[config.mk]
export PLATFORM = sky130hd
export DESIGN_NAME = rice_demapper
export DESIGN_NICKNAME = d
export VERILOG_FILES = /design/src/rtl/rice_demapper.sv
export SDC_FILE = /design/constraint.sdc
export NUM_CORES = 1
export LEC_CHECK = 0
export ABC_AREA = 0
export CAP_MARGIN = 20
export CORE_MARGIN = 2
export CORE_UTILIZATION = 40
export DETAILED_ROUTE_END_ITERATION = 8
export PLACE_DENSITY = 0.73
export SLEW_MARGIN = 30
export SYNTH_ARGS = -nofsm -noshare
export SYNTH_HDL_FRONTEND = slang
export SYNTH_SLANG_ARGS = --single-unit
[constraint.sdc]
create_clock -name iClk -period 0.8 [get_ports iClk]
set_clock_uncertainty 0.05 [all_clocks]
set_input_delay 0.24 -clock iClk [delete_from_list [all_inputs] [get_ports iClk]]
set_output_delay 0.24 -clock iClk [all_outputs]
set_load 0.01 [all_outputs]
[src/rtl/rice_demapper.sv]
// ---------------------------------------------------------------------------
// rice_demapper
//   Final stage of the FLAC decoder's Rice residual path. Reassembles one
//   Rice codeword from its unary quotient and k-bit binary remainder into the
//   unsigned folded value, un-folds (zig-zag decodes) it into a signed
//   two's-complement residual and registers the result for the predictor.
//   Free-running: one codeword per clock, one clock of latency, no handshake.
//
// Ports
//   iClk        in   1        sole clock, rising edge
//   iRst        in   1        asynchronous, active-high reset (clears oData)
//   iRiceParam  in   PARAM_W  Rice parameter k of the current codeword
//   iMSB        in   DATA_W   quotient (number of unary zeros)
//   iLSB        in   DATA_W   remainder, right-aligned; bits >= k ignored
//   oData       out  DATA_W   signed residual, registered
// ---------------------------------------------------------------------------
module rice_demapper #(
    parameter int DATA_W  = 16,
    parameter int PARAM_W = 4
) (
    input  logic                     iClk,
    input  logic                     iRst,
    input  logic [PARAM_W-1:0]       iRiceParam,
    input  logic [DATA_W-1:0]        iMSB,
    input  logic [DATA_W-1:0]        iLSB,
    output logic signed [DATA_W-1:0] oData
);

    // Zig-zag decode: even codes map to non-negative values, odd codes to
    // negative ones. ~(u >> 1) equals -((u >> 1) + 1) without needing a
    // wider adder.
    function automatic logic signed [DATA_W-1:0] unfold(input logic [DATA_W-1:0] u);
        logic [DATA_W-1:0] half;
        half = u >> 1;
        return u[0] ? $signed(~half) : $signed(half);
    endfunction

    logic [DATA_W-1:0]        remMask_p0;
    logic [DATA_W-1:0]        folded_p0;
    logic signed [DATA_W-1:0] residual_p0;
    logic signed [DATA_W-1:0] residual_p1;

    // ---- stage p0: fold and unfold (combinational) ----
    // The mask is built by shifting ones left and inverting, so k=0 yields an
    // all-zero mask and quotient bits shifted past the top are simply lost.
    always_comb begin
        remMask_p0  = ~({DATA_W{1'b1}} << iRiceParam);
        folded_p0   = (iMSB << iRiceParam) | (iLSB & remMask_p0);
        residual_p0 = unfold(folded_p0);
    end

    // ---- stage p1: output register ----
    always_ff @(posedge iClk or posedge iRst) begin
        if (iRst) begin
            residual_p1 <= '0;
        end else begin
            residual_p1 <= residual_p0;
        end
    end

    assign oData = residual_p1;

endmodule

Yosys cells after proc, flatten, opt, wreduce, memory -nomap -nowiden:

Index checks and enable logic that the tools add are counted.
Widths: inputs -> output; s select.

* input bits: 38
* output and inout bits: 16
* flip-flop bits (word level): 16

* mux-type cells: 1
* shifts and indexed selects: 2
* bitwise gates (word level): 4

Operator list (count)
* $and 16x16->16: 1
* $mux 16: 1
* $not 15->16: 1
* $not 16->16: 1
* $or 16x16->16: 1
* $shl 16x4->16: 1
* $shl 16x4->16 const A: 1

Logic depth before layout (Yosys ltp):

Gate-level depths: netlist of run 1.

* depth in word-level cells: 6
* depth in mapped cells: 8
* mapped depth without buffers: 5

Worst setup path before layout of run 1:

Ideal clock, no wire load.

* kind: input port to flip-flop
* start: input port iRiceParam[0]
* end: register residual_p1[14] (netlist: oData[14])
* required time: 0.626 ns
* setup time: 0.124 ns
* stages: 6
* setup slack: -0.806 ns
* arrival time: 1.432 ns
* buffers on the path: 1
* path through: buf_6 > mux4_2 > mux2_4 > nor2b_4 > o21ai_1 > o31a_1

* cells in the longest elaborated chain, start to end: 6
* elaborated cells between the ends (all ways): 7
* those cells by class: shift (2); mux (1); bitwise (4)

RTL lines
* start: declaration: RTL line 23 `input logic [PARAM_W-1:0] iRiceParam,`
* $shl 16x4->16: RTL line 47 `remMask_p0 = ~({DATA_W{1'b1}} << iRiceParam);`
* $not 16->16: RTL line 47
* $and 16x16->16: RTL line 48 `folded_p0 = (iMSB << iRiceParam) | (iLSB & remMask_p0);`
* $or 16x16->16 *: RTL line 48
* $not 15->16: RTL line 35 `return u[0] ? $signed(~half) : $signed(half);`
* $mux 16 *: RTL line 35
* named net residual_p0[14]: RTL line 40 `logic signed [DATA_W-1:0] residual_p0;`
* end signal: assignment: RTL line 57 `residual_p1 <= residual_p0;`
* end: declaration: RTL line 41 `logic signed [DATA_W-1:0] residual_p1;`

Mark *: on every way through the listed nets, which the timed path passes. The rest lies on a longest branch.

Final worst setup path of run 1:

* start: input port iRiceParam[0]
* end: register residual_p1[11] (netlist: oData[11])

Same word-level chain as after synthesis.

==> qor.yml, run 1 <==
layout:
  layout.nets: 297
  final_cell_mix: "buf_4 (42), buf_2 (21), nand2_1 (17), dfrtp_1 (16), clkdlybuf4s50_1 (15)"
  n_fill_cell: 244
  layout-drive-gt1-share_pct: 59.9
  final_common_cell: "buf_4"
  largest_register_ffs: 16
  area_growth_pct: 81.8
  final_area_um2: 2800
  n_antenna_cell: 0
logic_synthesis:
  netlist_instances: 157
  async_flop_share_pct: 100
  ys.flop_type: "dfrtp_1"
  synth-edff-count: 0
  yosys_register_bits: 16
  synth.avg_cell_area_um2: 9.81
  ys.warnings.count: 0
  ys_seq_area_share_pct: 26.0
  yosys-top-cells-area: "dfrtp_1 (26%), mux2i_1 (10%), mux4_2 (10%), xnor2_1 (7.4%), nand2_1 (4.4%)"
  synth_nets: 195
  synth_top_cell_area_share_pct: 26.0
  syn_area_um2: 1540
  synth_cell_types: 42
  synth_top_area_cell: "dfrtp_1"
power_and_ir_drop:
  power_frac_clock_pct: 17.0
  p_leak_nw: 1.21
  powerDensity_nw_per_um2: 1170
  p_seq_share_pct: 29.6
  pwr-share-comb_pct: 53.4
  p_int_mw: 2.21
  ir_drop_v: 0.000445
  p_switching_mw: 1.06
  p_sw_share_pct: 32.4
clock_tree:
  cts_buffers: 3
  cts_buffer_depth: 2
  cts_hold_buffers: 0
  cts_tree: "built"
  clk_pin_slew_ps: 50
  cts.root.buffer_cell: "clkbuf_8"
  htree_levels: 1
  cts_num_sinks: 16
setup_path:
  cp_max_fo: 6
  worstPathCellList: "buf_12 > buf_12 > buf_12 > mux2_4 > mux2i_4 > o31ai_1 > a31oi_1 > xnor2_1"
  cp_top_family: "multiplexers"
  cp-end-kind: "register"
  crit_end: "oData[11]"
  cp-startpoint: "iRiceParam[0]"
  critPathMostFrequentCell: "buf_12"
  cp.arrival_ps: 1600
  crit_required_ps: 920
  cp.depth: 8
  slowest_delay_ps: 310
  cpMaxStageDelayCell: "mux2_4"
  startpoint_type: "input port"
  crit_type: "input port to register"
  critPathBufInv: 3
sta:
  post-route-worst-setup-slack_ps: -676
  slew_headroom_pct: 78.1
  fmax_mhz: 677
  slew_violations: 0
  setup_viol: 32
  fin_crit_sh_pct: 185
  hold_viol: 0
  grt_setup_unrepaired: "true"
  setup_tns_ps: -12440
  worst_pin_slew_ps: 319
  fin_crit_ps: 1480
placed_design:
  gp_congestion: 0.846
  place_hpwl_um: 3640
  port_buffers: 52
  placed_area_um2: 2410
floorplan:
  die_h_um: 66.1
  io_pins: 54
  fp.dieW_um: 66.1
  die-area_um2: 4360
  rows: 22
  core_area_um2: 3690
  start_util_pct: 41.8
grt:
  overflow: 0
  grt_antenna_before_repair: 0
  grt_pass1_vias: 1670
  grt_usage_pct: 24.7
  grt_max_degree: 17
  grt_pass1_wl_um: 8140
flow_run:
  drv_cap: 0
routing:
  wl_per_cell_um: 18.4
  wirelength_um: 5610
  drcViolationCount: 0
  first_iter_violations: 112
  firstDrtPassIters: 4
  vias: 1693
  ant_nets: 0
  viasPerCell: 5.55
outcome:
  violations: "setup timing"
  status: "finished, violations left"
hold_path:
  worstHoldPathType: "input port to async pin"
==> how the worst min path moves through the flow <==
| stage | from | to | slack (ps) | cells past startpoint |
|---|---|---|---|---|
| finish | iRst | oData[6] | 270 | 3 |
| global placement | iRst | oData[15] | 510 | 3 |
| floorplan | iRst | oData[0] | 100 | 1 |
| detailed placement | iRst | oData[10] | 520 | 3 |
| CTS | iRst | oData[6] | 280 | 3 |
| global route | iRst | oData[2] | 260 | 3 |
==> cell usage after synthesis (3+ instances only) <==
cell,instances
a21oi_1,5
a31oi_1,3
buf_2,7
buf_6,5
dfrtp_1,16
mux2_2,6
mux2_4,3
mux2i_1,16
mux4_2,7
nand2_1,18
nand2b_1,3
nor2_1,9
nor3_1,3
o21ai_0,6
o22ai_1,3
xnor2_1,13
==> final cells by class <==
class                   instances  area (um^2)  area share, %
multi-input cells             123         1310           46.9
repair buffers                112          961           34.3
flip-flops and latches         16          400           14.3
well taps                      48         60.1           2.14
clock buffers                   3         41.3           1.47
inverters                       3         23.8          0.849
==> cell families (layout without fill, tap and decap cells) <==
kind of cell / after synthesis / count (layout) / synth area share (%)
and+or+nand+nor: 43 / 43 / 13.4
AOI/OAI and AO/OA: 33 / 33 / 15.6
muxes: 33 / 33 / 29.4
buffers and inverters: 18 / 118 / 7.64
DFF: 16 / 16 / 26.0
xor gates and xnor gates: 14 / 14 / 7.96
==> power groups by stage <==
stage	sequential (mW)	clock [mW]	combinational [mW]
finish	0.968	0.557	1.75
floorplan	1.06	0	0.687
detailed placement	0.992	0	1.49
global placement	0.984	0	1.46
global route	0.981	0.643	1.84
CTS	0.972	0.571	1.54
==> timing repair <==
| action | in CTS | in global routing |
|---|---|---|
| setup buffers | 8 | 6 |
| hold endpoints to repair | 0 | 0 |
| cloned | 3 | 0 |
| resized for setup | 146 | 58 |
| setup endpoints to repair | 32 | 32 |
| pin swaps | 16 | 16 |
==> metrics by stage <==
step           hold slack, ps  setup slack (ps)  power, mW  utilization, %  std cells
3_3_place_gp              513             -1320       2.44            65.3        287
2_1_floorplan             104              -768       1.75               -        157
3_5_place_dp              522             -1370       2.49            65.3        287
6_report                  273              -676       3.27            75.9        305
4_1_cts                   276              -696       3.08            71.7        301
5_1_grt                   264              -735       3.46            75.9        305
==> routing by layer <==
metal	vias up	GRT usage (%)	part of all wire, %
met1	809	27.2	37
met4	0	9.18	3.6
met3	17	1.70	6.3
li1	771	-	-
met5	-	0	0
met2	96	48.7	53
Power figures use the tool's default switching activity.
==> run 2, diff against run 1 <==
--- a/config.mk
+++ b/config.mk
@@ -10,7 +10,7 @@
 export CORE_MARGIN = 2
 export CORE_UTILIZATION = 40
 export DETAILED_ROUTE_END_ITERATION = 8
-export PLACE_DENSITY = 0.73
+export PLACE_DENSITY = 0.72
 export SLEW_MARGIN = 30
 export SYNTH_ARGS = -nofsm -noshare
 export SYNTH_HDL_FRONTEND = slang
==> qor.yml, run 2 (same netlist as run 1, synthesis figures left out) <==
floorplan:
  core_area_um2: 3690  # unchanged
  die_h_um: 66.1  # unchanged
  fp.dieW_um: 66.1  # unchanged
  io_pins: 54  # unchanged
  die-area_um2: 4360  # unchanged
  start_util_pct: 41.8  # unchanged
  rows: 22  # unchanged
clock_tree:
  cts_tree: "built"
  htree_levels: 1  # unchanged
  cts_buffer_depth: 2  # unchanged
  clk_pin_slew_ps: 50  # about the same
  cts.root.buffer_cell: "clkbuf_8"
  cts_num_sinks: 16  # unchanged
  cts_buffers: 3  # unchanged
placed_design:
  place_ws_ps: -1360  # +10.2 ps
  port_buffers: 52  # unchanged
  place_hpwl_um: 3500  # -3.7%
  gp_congestion: 0.880  # +4.0%
  placed_area_um2: 2410  # -0.10%
setup_path:
  crit_type: "input port to register"
  cp-end-kind: "register"
  cp-startpoint: "iLSB[10]"
  cp_max_fo: 2  # -4
  crit_required_ps: 920  # about the same
  cp.arrival_ps: 1500  # -100 ps
  crit_end: "oData[9]"
  startpoint_type: "input port"
sta:
  timing.hold.ws_ps: 256  # -17.5 ps
  post-route-worst-setup-slack_ps: -580  # +95.8 ps
  slew_violations: 0  # unchanged
  fin_crit_ps: 1380  # -95.8 ps
  grt_setup_unrepaired: "true"
  setup_viol: 32  # unchanged
  worst_pin_slew_ps: 253  # -66.1 ps
  fin_crit_sh_pct: 173  # -12 points
  fmax_mhz: 725  # +6.9%
  hold_viol: 0  # unchanged
  slew_headroom_pct: 82.8  # +4.7 points
layout:
  largest_register_ffs: 16  # unchanged
  n_antenna_cell: 0  # unchanged
  area_growth_pct: 74.5
  final_common_cell: "buf_4"
  layout-drive-gt1-share_pct: 57.3  # -2.7 points
  n_fill_cell: 267  # +9.4%
  multiInputGateArea_um2: 1240  # -5.4%
  final_cell_mix: "buf_4 (41), buf_2 (22), nand2_1 (17), dfrtp_1 (16), clkdlybuf4s50_1 (15)"
  ff_latch_area_um2: 400  # unchanged
  layout.nets: 295  # -0.67%
  final_area_um2: 2690  # -4.0%
routing:
  wl_per_cell_um: 16.4  # -11%
  viasPerCell: 5.28  # -4.9%
  wirelength_um: 4960  # -12%
  vias: 1599  # -5.6%
  first_iter_violations: 73  # -35%
  drcViolationCount: 0  # unchanged
  ant_nets: 0  # unchanged
  firstDrtPassIters: 4  # unchanged
outcome:
  status: "finished, violations left"
  violations: "setup timing"
grt:
  grt_usage_pct: 21.7  # -3.0 points
  grt_antenna_before_repair: 0  # unchanged
  overflow: 0  # unchanged
  grt_max_degree: 18  # +1
  grt_pass1_vias: 1531  # -8.3%
  grt_pass1_wl_um: 7200  # -12%
power_and_ir_drop:
  powerDensity_nw_per_um2: 1170  # +0.30%
  ir_drop_v: 0.000755  # +70%
  p_leak_nw: 1.19  # -1.7%
flow_run:
  drv_cap: 0  # unchanged
hold_path:
  worstHoldPathType: "input port to async pin"
==> run 2: changes by cell type in the layout (fill, tap and decap cells not counted), moves of 2 or more <==
cell | previous run | this run
o21ai_0 | 2 | 4
xnor2_2 | 3 | 1
nor2_1 | 4 | 6
buf_8 | 4 | 2
buf_12 | 6 | 4
mux2i_1 | 6 | 11
mux2_4 | 6 | 8
buf_6 | 9 | 13
xnor2_1 | 10 | 12
nor2_2 | 2 | 0
clkdlybuf4s15_1 | 3 | 0
mux2i_4 | 7 | 3
mux2_2 | 3 | 1
==> run 2: critical path, cell delays in order <==
cell and delay (ps):
dlygate4sd2_1 240, mux4_2 470, mux2_4 280, o22ai_4 130, xnor2_1 130
==> run 2: stage by stage <==
step | total power, mW | instances | TNS [ps] | util, %
floorplan | 1.75 | 157 | -9950 | -
global placement | 2.44 | 285 | -24830 | 65.3
detailed placement | 2.47 | 285 | -25360 | 65.3
CTS | 3.02 | 298 | -12170 | 69.6
global route | 3.34 | 303 | -12310 | 72.9
finish | 3.15 | 303 | -11230 | 72.9
==> run 2: worst min path at each step <==
stage	cells past startpoint	endpoint	slack [ps]	start
2_1_floorplan	1	oData[0]	100	iRst
3_3_place_gp	3	oData[15]	510	iRst
3_5_place_dp	3	oData[15]	510	iRst
4_1_cts	3	oData[15]	260	iRst
5_1_grt	3	oData[2]	260	iRst
6_report	3	oData[14]	260	iRst
==> run 2: power breakdown <==
group / total (mW) / internal (mW) / switching (mW)
combinational: 1.62 / 0.886 / 0.732
sequential: 0.965 / 0.940 / 0.0247
clock: 0.567 / 0.333 / 0.234
total: 3.15 / 2.16 / 0.991
==> run 2: area by class of cell <==
cell class / count / area share, %
Sequential cell: 16 / 14.9
Clock buffer: 3 / 1.54
Multi-Input combinational cell: 123 / 46.2
Tap cell: 48 / 2.23
Timing Repair Buffer: 110 / 34.4
Inverter: 3 / 0.698
==> run 2: metal layers <==
| metal | track usage, % | up-vias | wire [um] |
|---|---|---|---|
| li1 | - | 769 | - |
| met1 | 25.5 | 759 | 2000 |
| met2 | 39.0 | 63 | 2570 |
| met3 | 2.90 | 8 | 283 |
| met4 | 9.69 | 0 | 102 |
| met5 | 0 | - | 0 |
==> run 2: repair_timing <==
| item | in CTS | in global routing |
|---|---|---|
| setup endpoints to repair | 32 | 32 |
| resized for setup | 153 | 42 |
| pin swaps | 21 | 18 |
| buffers inserted | 10 | 4 |
| gates cloned | 0 | 2 |
| hold buffers | 0 | 0 |
